<file path="config.mk">
export PLATFORM = sky130hd
export DESIGN_NAME = sata_irq_coalesce
export DESIGN_NICKNAME = d
export VERILOG_FILES = /design/src/rtl/sata_irq_coalesce_pkg.sv /design/src/rtl/sata_irq_coalesce_tick_div.sv /design/src/rtl/sata_irq_coalesce.sv
export SDC_FILE = /design/constraint.sdc
export NUM_CORES = 1
export LEC_CHECK = 0
export ABC_AREA = 1
export ABC_CLOCK_PERIOD_IN_PS = 5050
export CAP_MARGIN = 25
export CORE_MARGIN = 2
export CORE_UTILIZATION = 33
export DETAILED_ROUTE_END_ITERATION = 7
export PLACE_DENSITY_LB_ADDON = 0.12
export SLEW_MARGIN = 40
export SYNTH_ARGS = -nofsm -noshare
export SYNTH_HDL_FRONTEND = slang
export SYNTH_HIERARCHICAL = 1
export SYNTH_SLANG_ARGS = --single-unit
</file>
<file path="constraint.sdc">
create_clock -name clk -period 5.05 [get_ports clk]
set_input_delay 1.515 -clock clk [delete_from_list [all_inputs] [get_ports clk]]
set_output_delay 1.515 -clock clk [all_outputs]
set_load 0.1 [all_outputs]
</file>
<file path="src/rtl/sata_irq_coalesce_pkg.sv">
// Shared definitions for the SATA interrupt status/coalescing block.
// - ccc_state_e : coalescing FSM state encoding
// - popcount()  : number of set bits in a (zero-extended) event vector
package sata_irq_coalesce_pkg;

  typedef enum logic {
    IDLE  = 1'b0,
    ACCUM = 1'b1
  } ccc_state_e;

  // popcount operates on a fixed-width vector; callers zero-extend into it.
  localparam int unsigned POP_MAX = 64;
  localparam int unsigned POP_W   = 7;

  function automatic logic [POP_W-1:0] popcount(input logic [POP_MAX-1:0] v);
    logic [POP_W-1:0] n;
    n = '0;
    for (int unsigned i = 0; i < POP_MAX; i++) begin
      n = n + POP_W'(v[i]);
    end
    return n;
  endfunction

endpackage

</file>
<file path="src/rtl/sata_irq_coalesce_tick_div.sv">
// Timeout prescaler: counts 0..C_TICK_DIV-1 while enabled and emits a
// one-cycle tick on each wrap.
// Ports:
//   clk, rst  : clock, asynchronous active-high reset
//   en_i      : count enable
//   clr_i     : synchronous clear (dominates en_i)
//   tick_o    : high in the cycle the counter wraps
module sata_tick_div #(
  parameter int unsigned C_TICK_DIV = 1000
) (
  input  logic clk,
  input  logic rst,
  input  logic en_i,
  input  logic clr_i,
  output logic tick_o
);

  localparam int unsigned W = (C_TICK_DIV > 2) ? $clog2(C_TICK_DIV) : 1;
  localparam logic [W-1:0] LAST = W'(C_TICK_DIV - 1);

  logic [W-1:0] cnt_q, cnt_d;

  always_comb begin
    cnt_d = cnt_q;
    if (clr_i) begin
      cnt_d = '0;
    end else if (en_i) begin
      cnt_d = (cnt_q == LAST) ? '0 : cnt_q + 1'b1;
    end
  end

  always_ff @(posedge clk or posedge rst) begin
    if (rst) begin
      cnt_q <= '0;
    end else begin
      cnt_q <= cnt_d;
    end
  end

  assign tick_o = en_i & ~clr_i & (cnt_q == LAST);

endmodule

</file>
<file path="src/rtl/sata_irq_coalesce.sv">
// Sticky W1C event status plus level interrupt with optional
// count/timeout interrupt coalescing.
// Ports:
//   clk, rst    : clock, asynchronous active-high reset
//   evt         : single-cycle event pulses from the synchronizers
//   ie          : per-event interrupt enable
//   stat_wr     : status write strobe; stat_wdata is the write-1-to-clear mask
//   stat        : sticky event status
//   ccc_en      : coalescing enable
//   ccc_cc      : completion count threshold (0 = count criterion off)
//   ccc_tv      : timeout in ticks (0 = timeout criterion off)
//   ccc_clr     : clears ccc_sts
//   ccc_sts     : sticky coalescing-fired status
//   ccc_cnt     : current batch event count
//   irq         : level interrupt (ccc_sts when coalescing, else stat & ie)
module sata_irq_coalesce
  import sata_irq_coalesce_pkg::*;
#(
  parameter int unsigned C_NUM_EVT  = 8,
  parameter int unsigned C_CNT_W    = 8,
  parameter int unsigned C_TMO_W    = 16,
  parameter int unsigned C_TICK_DIV = 1000
) (
  input  logic                 clk,
  input  logic                 rst,
  input  logic [C_NUM_EVT-1:0] evt,
  input  logic [C_NUM_EVT-1:0] ie,
  input  logic                 stat_wr,
  input  logic [C_NUM_EVT-1:0] stat_wdata,
  output logic [C_NUM_EVT-1:0] stat,
  input  logic                 ccc_en,
  input  logic [C_CNT_W-1:0]   ccc_cc,
  input  logic [C_TMO_W-1:0]   ccc_tv,
  input  logic                 ccc_clr,
  output logic                 ccc_sts,
  output logic [C_CNT_W-1:0]   ccc_cnt,
  output logic                 irq
);

  localparam int unsigned SUM_W = C_CNT_W + POP_W;
  localparam logic [C_CNT_W-1:0] CNT_MAX = '1;
  localparam logic [C_TMO_W-1:0] TMO_MAX = '1;

  ccc_state_e          state_q, state_d;
  logic [C_NUM_EVT-1:0] stat_q, stat_d;
  logic [C_CNT_W-1:0]   cnt_q, cnt_d, cnt_nxt;
  logic [C_TMO_W-1:0]   timer_q, timer_d, timer_inc;
  logic                 sts_q, sts_d;
  logic                 irq_q, irq_d;
  logic [POP_MAX-1:0]   pop_in;
  logic [POP_W-1:0]     inc;
  logic [SUM_W-1:0]     sum;
  logic                 run, tick, fire, fire_cnt, fire_tmo;

  // Status: set has priority over W1C clear.
  always_comb begin
    stat_d = (stat_q & ~({C_NUM_EVT{stat_wr}} & stat_wdata)) | evt;
  end

  always_comb begin
    pop_in = '0;
    pop_in[C_NUM_EVT-1:0] = evt & ie;
    inc = popcount(pop_in);
  end

  // Prescaler only runs while a batch is accumulating; any other cycle
  // clears it so a new batch always starts from a fresh tick period.
  assign run = ccc_en && (state_q == ACCUM);

  sata_tick_div #(
    .C_TICK_DIV (C_TICK_DIV)
  ) u_tick_div (
    .clk    (clk),
    .rst    (rst),
    .en_i   (run),
    .clr_i  (~run),
    .tick_o (tick)
  );

  always_comb begin
    // In IDLE the held count is zero, so the batch starts from inc alone.
    sum       = SUM_W'((state_q == ACCUM) ? cnt_q : '0) + SUM_W'(inc);
    cnt_nxt   = (sum > SUM_W'(CNT_MAX)) ? CNT_MAX : sum[C_CNT_W-1:0];
    timer_inc = (timer_q == TMO_MAX) ? timer_q : timer_q + 1'b1;
    fire_cnt  = (ccc_cc != '0) && (cnt_nxt >= ccc_cc);
    fire_tmo  = (ccc_tv != '0) && tick && (timer_inc == ccc_tv);
  end

  always_comb begin
    state_d = state_q;
    cnt_d   = cnt_q;
    timer_d = timer_q;
    sts_d   = sts_q;
    fire    = 1'b0;

    if (!ccc_en) begin
      state_d = IDLE;
      cnt_d   = '0;
      timer_d = '0;
    end else begin
      case (state_q)
        IDLE: begin
          if (inc != '0) begin
            if (fire_cnt) begin
              fire = 1'b1;
            end else begin
              state_d = ACCUM;
              cnt_d   = cnt_nxt;
              timer_d = '0;
            end
          end
        end
        ACCUM: begin
          if (fire_cnt || fire_tmo) begin
            fire = 1'b1;
          end else begin
            cnt_d = cnt_nxt;
            if (tick) begin
              timer_d = timer_inc;
            end
          end
        end
        default: state_d = IDLE;
      endcase
    end

    // Fire absorbs the current cycle's events and beats a coincident clear.
    if (fire) begin
      sts_d   = 1'b1;
      cnt_d   = '0;
      timer_d = '0;
      state_d = IDLE;
    end else if (ccc_clr) begin
      sts_d = 1'b0;
    end
  end

  always_comb begin
    irq_d = ccc_en ? sts_d : |(stat_d & ie);
  end

  always_ff @(posedge clk or posedge rst) begin
    if (rst) begin
      state_q <= IDLE;
      stat_q  <= '0;
      cnt_q   <= '0;
      timer_q <= '0;
      sts_q   <= 1'b0;
      irq_q   <= 1'b0;
    end else begin
      state_q <= state_d;
      stat_q  <= stat_d;
      cnt_q   <= cnt_d;
      timer_q <= timer_d;
      sts_q   <= sts_d;
      irq_q   <= irq_d;
    end
  end

  assign stat    = stat_q;
  assign ccc_sts = sts_q;
  assign ccc_cnt = cnt_q;
  assign irq     = irq_q;

endmodule

</file>
[Word level (Yosys, flattened, before mapping)]
Cells that the tools add are included.
Storage, ports and cells
  bits in registers: 45
  input bits: 53
  output and inout port bits: 18
  word-level logic and storage cells: 76
Operators by class
  add/subtract/negate cells: 10
  magnitude comparators: 2
  eq/ne operators: 7
  mux-type cells: 31
  bitwise operators: 8
  reduce and logical (&&, ||, !) cells: 11
Operator list (number)
  16-bit two-way mux: 7
  8-bit two-way mux: 7
  8-bit AND: 4
  16-bit case mux with 2 select lines: 1
  10-bit two-way mux: 2
  16-bit by 1-bit adder with 16-bit output, second input constant: 1
  16-bit equality test: 1
  16-bit equality test, second input constant: 1
  8-bit case mux with 2 select lines: 1
  16-bit nonzero test: 1
  1-bit two-way mux: 12
  4-bit inequality test, second input constant: 3
  10-bit by 1-bit adder with 10-bit output, second input constant: 1
  10-bit equality test, second input constant: 1
  8-bit by 7-bit adder with 9-bit output: 1
  9-bit by 8-bit greater-than comparator with 1-bit output, second input constant: 1
  8-bit >= comparator: 1
  8-bit inverter: 1
  8-bit bitwise OR: 1
  8-bit nonzero test: 1
  8-bit OR reduction: 1
  6-bit by 1-bit adder with 7-bit output: 1
  7-bit by 1-bit adder with 7-bit output: 1
  7-bit nonzero test: 1
  other kinds (13): 16

[Depth between registers and ports, before layout]
  word-level depth: 19
  gate-level depth with buffers: 33
  mapped depth without buffers: 32

[Hierarchy]
Netlist, hierarchy kept.
Modules (own cells, without submodules)
  sata_irq_coalesce: times used 1, cells an instance 520, area an instance 3348.2 um^2, seq. area each 875.8 um^2
  sata_tick_div: times used 1, cells an instance 82, area an instance 609.3 um^2, seq. area each 250.2 um^2

[Least setup slack after synthesis]
Ideal clock, no wire load.
  path type: in2reg
  start: in ie[0]
  end: reg timer_q[2]
  library setup time: 0.117 ns
  arrival: 6.857 ns
  required time: 4.933 ns
  setup slack: -1.924 ns
  cell stages on the path: 29
  path buffers: 1
  path through: nand2_1 inv_1 fa_1 inv_1 fa_1 fa_1 inv_1 ha_1 fa_1 inv_1 fa_1 nor2_1 o21ai_0 nand2_1 nand4_1 nor2_1 nand2_1 inv_1 a21oi_1 o21ai_0 ha_1 nand2_1 o41ai_1 nand3_1 nand4_4 nand2_4 buf_6 nand2_1 nand2_1
On the way
  word-level cells in the longest chain between the ends: 19
  elaborated cells on any way between the ends: 26
  those cells by class: 8 x add/sub; 2 x order compare; 4 x eq/ne; 7 x mux; 1 x bitwise; 4 x reduce/logical
Ends and longest elaborated chain
  start: declaration: line sata_irq_coalesce.sv:27  | input logic [C_NUM_EVT-1:0] ie,
  8-bit AND (*): line sata_irq_coalesce.sv:62  | pop_in[C_NUM_EVT-1:0] = evt & ie;
  1-bit by 1-bit adder with 2-bit output (*): line sata_irq_coalesce_pkg.sv:19  | n = n + POP_W'(v[i]);
  2-bit by 1-bit adder with 3-bit output (*): line sata_irq_coalesce_pkg.sv:19
  3-bit by 1-bit adder with 4-bit output (*): line sata_irq_coalesce_pkg.sv:19
  4-bit by 1-bit adder with 5-bit output (*): line sata_irq_coalesce_pkg.sv:19
  5-bit by 1-bit adder with 6-bit output (*): line sata_irq_coalesce_pkg.sv:19
  6-bit by 1-bit adder with 7-bit output (*): line sata_irq_coalesce_pkg.sv:19
  7-bit by 1-bit adder with 7-bit output (*): line sata_irq_coalesce_pkg.sv:19
  (+3 left out)
  8-bit >= comparator: line sata_irq_coalesce.sv:85  | fire_cnt = (ccc_cc != '0) && (cnt_nxt >= ccc_cc);
  1-bit logical AND: line sata_irq_coalesce.sv:85
  1-bit two-way mux / 1-bit logical OR (equally long branches): line sata_irq_coalesce.sv:104, sata_irq_coalesce.sv:114
  1-bit two-way mux, on equally long branches: line sata_irq_coalesce.sv:103, sata_irq_coalesce.sv:114
  1-bit case mux with 2 select lines: line sata_irq_coalesce.sv:101  | case (state_q)
  1-bit two-way mux: line sata_irq_coalesce.sv:96  | if (!ccc_en) begin
  4-bit by 2-bit inequality test with 1-bit output (no line) / 4-bit inequality test (equally long branches)
  4-bit AND reduction (no line)
  end signal: assignment: line sata_irq_coalesce.sv:154  | timer_q <= timer_d;
  end: declaration: line sata_irq_coalesce.sv:47  | logic [C_TMO_W-1:0] timer_q, timer_d, timer_inc;
Every way passes the cells marked *; elsewhere a longest branch is shown, timed or not.
A chain may end at the register's enable or synchronous reset.

[Worst setup path after layout]
  start: in ie[3]
  end: reg timer_q[15]
On the way
  word-level cells in the longest chain between the ends: 17
  elaborated cells on any way between the ends: 24
  those cells by class: 6 x add/sub; 2 x order compare; 4 x eq/ne; 7 x mux; 1 x bitwise; 4 x reduce/logical
Ends and longest elaborated chain
  8-bit AND (*): line sata_irq_coalesce.sv:62
  3-bit by 1-bit adder with 4-bit output (*): line sata_irq_coalesce_pkg.sv:19
  4-bit by 1-bit adder with 5-bit output (*): line sata_irq_coalesce_pkg.sv:19
  5-bit by 1-bit adder with 6-bit output (*): line sata_irq_coalesce_pkg.sv:19
  6-bit by 1-bit adder with 7-bit output (*): line sata_irq_coalesce_pkg.sv:19
  7-bit by 1-bit adder with 7-bit output (*): line sata_irq_coalesce_pkg.sv:19
  8-bit by 7-bit adder with 9-bit output: line sata_irq_coalesce.sv:82  | sum = SUM_W'((state_q == ACCUM) ? cnt_q : '0) + SUM_W'(inc);
  9-bit by 8-bit greater-than comparator with 1-bit output: line sata_irq_coalesce.sv:83  | cnt_nxt = (sum > SUM_W'(CNT_MAX)) ? CNT_MAX : sum[C_CNT_W-1:0];
  8-bit two-way mux: line sata_irq_coalesce.sv:83
  8-bit >= comparator: line sata_irq_coalesce.sv:85
  1-bit logical AND: line sata_irq_coalesce.sv:85
  1-bit two-way mux / 1-bit logical OR (equally long branches): line sata_irq_coalesce.sv:104, sata_irq_coalesce.sv:114
  1-bit two-way mux, on equally long branches: line sata_irq_coalesce.sv:103, sata_irq_coalesce.sv:114
  1-bit case mux with 2 select lines: line sata_irq_coalesce.sv:101
  1-bit two-way mux: line sata_irq_coalesce.sv:96
  4-bit by 2-bit inequality test with 1-bit output (no line) / 4-bit inequality test (equally long branches)
  4-bit AND reduction (no line)
Marked as above.

==> impl_metrics.env <==
export IMPL_overflow=0
export IMPL_hold_violations=0
export IMPL_place_area_sq_um=4930
export IMPL_clk_pin_slew_ns=0.07
export IMPL_postLayoutCellArea_sq_um=5425
export IMPL_postLayoutCoreUtil_pct=46.91
export IMPL_n_antenna_cell=0
export IMPL_synth_fp_nets=677
export IMPL_drtPass1Iterations=5
export IMPL_syn_area_sq_um=3958
export IMPL_die_area_sq_um=12880
export IMPL_drv_cap=0
export IMPL_grt_max_degree=36
export IMPL_slew_headroom_pct=56.52
export IMPL_layout_common_cells="181 x nand2_1, 86 x inv_1, 46 x clkdlybuf4s50_1"
export IMPL_path_max_fanout=8
export IMPL_r2r_start="state_q"
export IMPL_cp_start_kind="input port"
export IMPL_cts_buffer_depth=2
export IMPL_power_leakage_nw=2.817
export IMPL_critPathSlowestCell="fa_2"
export IMPL_io_pins=71
export IMPL_violations="negative setup slack"
export IMPL_die_w_microns=113.5
export IMPL_htree_levels=2
export IMPL_worstHoldPathType="flip-flop to flip-flop"
export IMPL_routabilityCongestion=0.8865
export IMPL_root_buffer="clkbuf_16"
export IMPL_grt_pass1_wl_microns=19050
export IMPL_peakVddDrop_mv=0.1404
export IMPL_hold_buffers=0
export IMPL_ys_top_cells_by_area="dfrtp_1 28%, nand2_1 18%, inv_1 9.1%"
export IMPL_synth_cells=602
export IMPL_drive_gt1_share_pct=21.59
export IMPL_drt_initial_drc_count=228
export IMPL_ys_seq_area_share_pct=28.45
export IMPL_fmax_ghz=0.1503
export IMPL_clk_latency_ns=0.29
export IMPL_synth_top_area_share_pct=28.45
export IMPL_finalWorstSetupSlack_ns=-1.604
export IMPL_status="finished with violations"
export IMPL_route_detailed_drc=0
export IMPL_hpwlAfterDp_microns=8546
export IMPL_nets=778
export IMPL_final_common_cell="nand2_1"
export IMPL_port_buffers=70
export IMPL_drv_slew=0
export IMPL_via_per_inst=4.926
export IMPL_grt_pass1_vias=3990
export IMPL_min_period_ns=6.654
export IMPL_worstPathRequired_ns=5.23
export IMPL_synth_seq_cells=45
export IMPL_synth_warnings=6
export IMPL_drt_wl_total_microns=11590
export IMPL_start_util_pct=34.22
export IMPL_syn2layout_area_growth_pct=37.08
export IMPL_post_drt_wl_per_cell_microns=13.68
export IMPL_clock_skew_ns=0.006241
export IMPL_synth_largest_area_cell="dfrtp_1"
export IMPL_vias=4172
export IMPL_critical_path_arrival_ns=6.84
export IMPL_setup_violations=27
export IMPL_fin_crit_sh_pct=131.8
export IMPL_core_sq_um=11560
export IMPL_ant_nets=0
export IMPL_rows=39
export IMPL_tightest_slew_ns=0.6498
export IMPL_crit_path_end_kind="flip-flop"
export IMPL_cts_tree="yes"
export IMPL_cts_sinks=45
export IMPL_worstSetupPathType="input port to flip-flop"
export IMPL_crit_start="ie[3]"
export IMPL_syn_area_per_cell_sq_um=6.574
export IMPL_hp_start="stat[1]"
export IMPL_power_density_nw_per_um2=254.2
export IMPL_track_usage_pct=18.18
export IMPL_yosysUniqueCellTypes=34
export IMPL_max_stage_delay_ns=0.55
export IMPL_cts_buffers=5
export IMPL_die_h_microns=113.5
export IMPL_antenna_found_initial=0
export IMPL_rsz0062_at_grt="true"
-- repair_timing --
action                     4_1_cts  5_1_grt
gates cloned                     1        1
gates resized for setup         60       27
setup buffers                    8        2
pin swaps                       45       30
setup endpoints to repair       27       27
-- per-stage QoR --
| step | setup WS [ns] | cells | setup TNS [ns] | hold WS [ns] | power [mW] |
|---|---|---|---|---|---|
| floorplan | -1.458 | 602 | -37.96 | 0.4710 | 0.7612 |
| global route | -1.808 | 847 | -47.83 | 0.5291 | 1.462 |
| CTS | -1.701 | 844 | -44.86 | 0.4998 | 1.343 |
| global placement | -2.091 | 827 | -55.63 | 0.4892 | 0.9656 |
| detailed placement | -2.266 | 827 | -59.28 | 0.4834 | 0.9559 |
| finish | -1.604 | 847 | -41.98 | 0.4990 | 1.379 |
-- worst max-delay path, delay by kind of cell --
| kind | cells | cell delay [ns] |
|---|---|---|
| buf+inv | 14 | 1.13 |
| fa+ha+maj | 7 | 2.83 |
| simple gates | 8 | 0.74 |
| compound gates | 2 | 0.60 |
-- metal layers --
metal	track usage (%)	vias to the layer above	part of all wire (%)
li1	-	2124	-
met1	25.05	1951	47
met2	30.38	84	48
met3	2.391	13	3.8
met4	4.472	0	1.2
met5	0	-	0
-- registers in the layout, indices dropped and copies added (netlist names) --
register	flops
timer_q	16
u_tick_div/cnt_q	10
ccc_cnt	8
stat	8
ccc_sts	1
irq	1
state_q	1
-- path summary, 6_finish.rpt --
check                                            to  slack [ns]  cells past startpoint
worst max register to register          timer_q[15]        1.13                     24
min in group asynchronous       u_tick_div/cnt_q[3]        1.54                      2
max in group asynchronous               timer_q[13]        3.02                      3
worst min-delay path                        stat[1]        0.50                      1
worst max-delay path                    timer_q[15]       -1.60                     31
worst min register to register              stat[1]        0.50                      1
-- synthesized netlist by cell type --
cell type	count
nand2_1	193
nor4_1	1
o21ai_1	4
nand4_4	3
clkbuf_1	6
o21bai_1	5
buf_4	4
ha_1	17
xnor2_1	4
o41ai_1	1
nor3_1	4
fa_1	5
nor2_8	1
o21ai_0	20
dfrtp_1	45
inv_2	2
clkinv_1	1
inv_1	96
nand2_4	3
a21o_1	9
a21oi_1	19
nand4_1	23
nor2_2	8
buf_6	2
nand3_1	59
nand3b_1	1
a221oi_1	2
nand2_2	3
nand3_2	2
nor2_1	45
nor2_4	2
xor2_1	9
or2_2	1
buf_2	2
-- power breakdown --
| group | total, mW | switching [mW] | internal [mW] |
|---|---|---|---|
| registers | 0.407 | 0.0252 | 0.382 |
| logic | 0.638 | 0.394 | 0.244 |
| clock network | 0.334 | 0.151 | 0.182 |
| total | 1.38 | 0.571 | 0.808 |
-- cells by family after synthesis --
| group | after synthesis | share of synthesized area, % |
|---|---|---|
| and+or+nand+nor | 349 | 40.47 |
| AOI/OAI and AO/OA | 60 | 8.758 |
| xor gates and xnor gates | 13 | 2.877 |
| buffers and inverters | 113 | 11.54 |
| DFF | 45 | 28.45 |
| adders and majority gates | 22 | 7.904 |
-- cell type report --
cell class                      instances  area (sq um)
Clock buffer                            6         128.9
Clock inverter                          2         10.01
Fill cell                            1167          6140
Inverter                               99         374.1
Multi-Input combinational cell        445          2646
Sequential cell                        45          1126
Tap cell                              143         178.9
Timing Repair Buffer                  107         960.9
No activity file was read; power rests on OpenSTA's default activity.
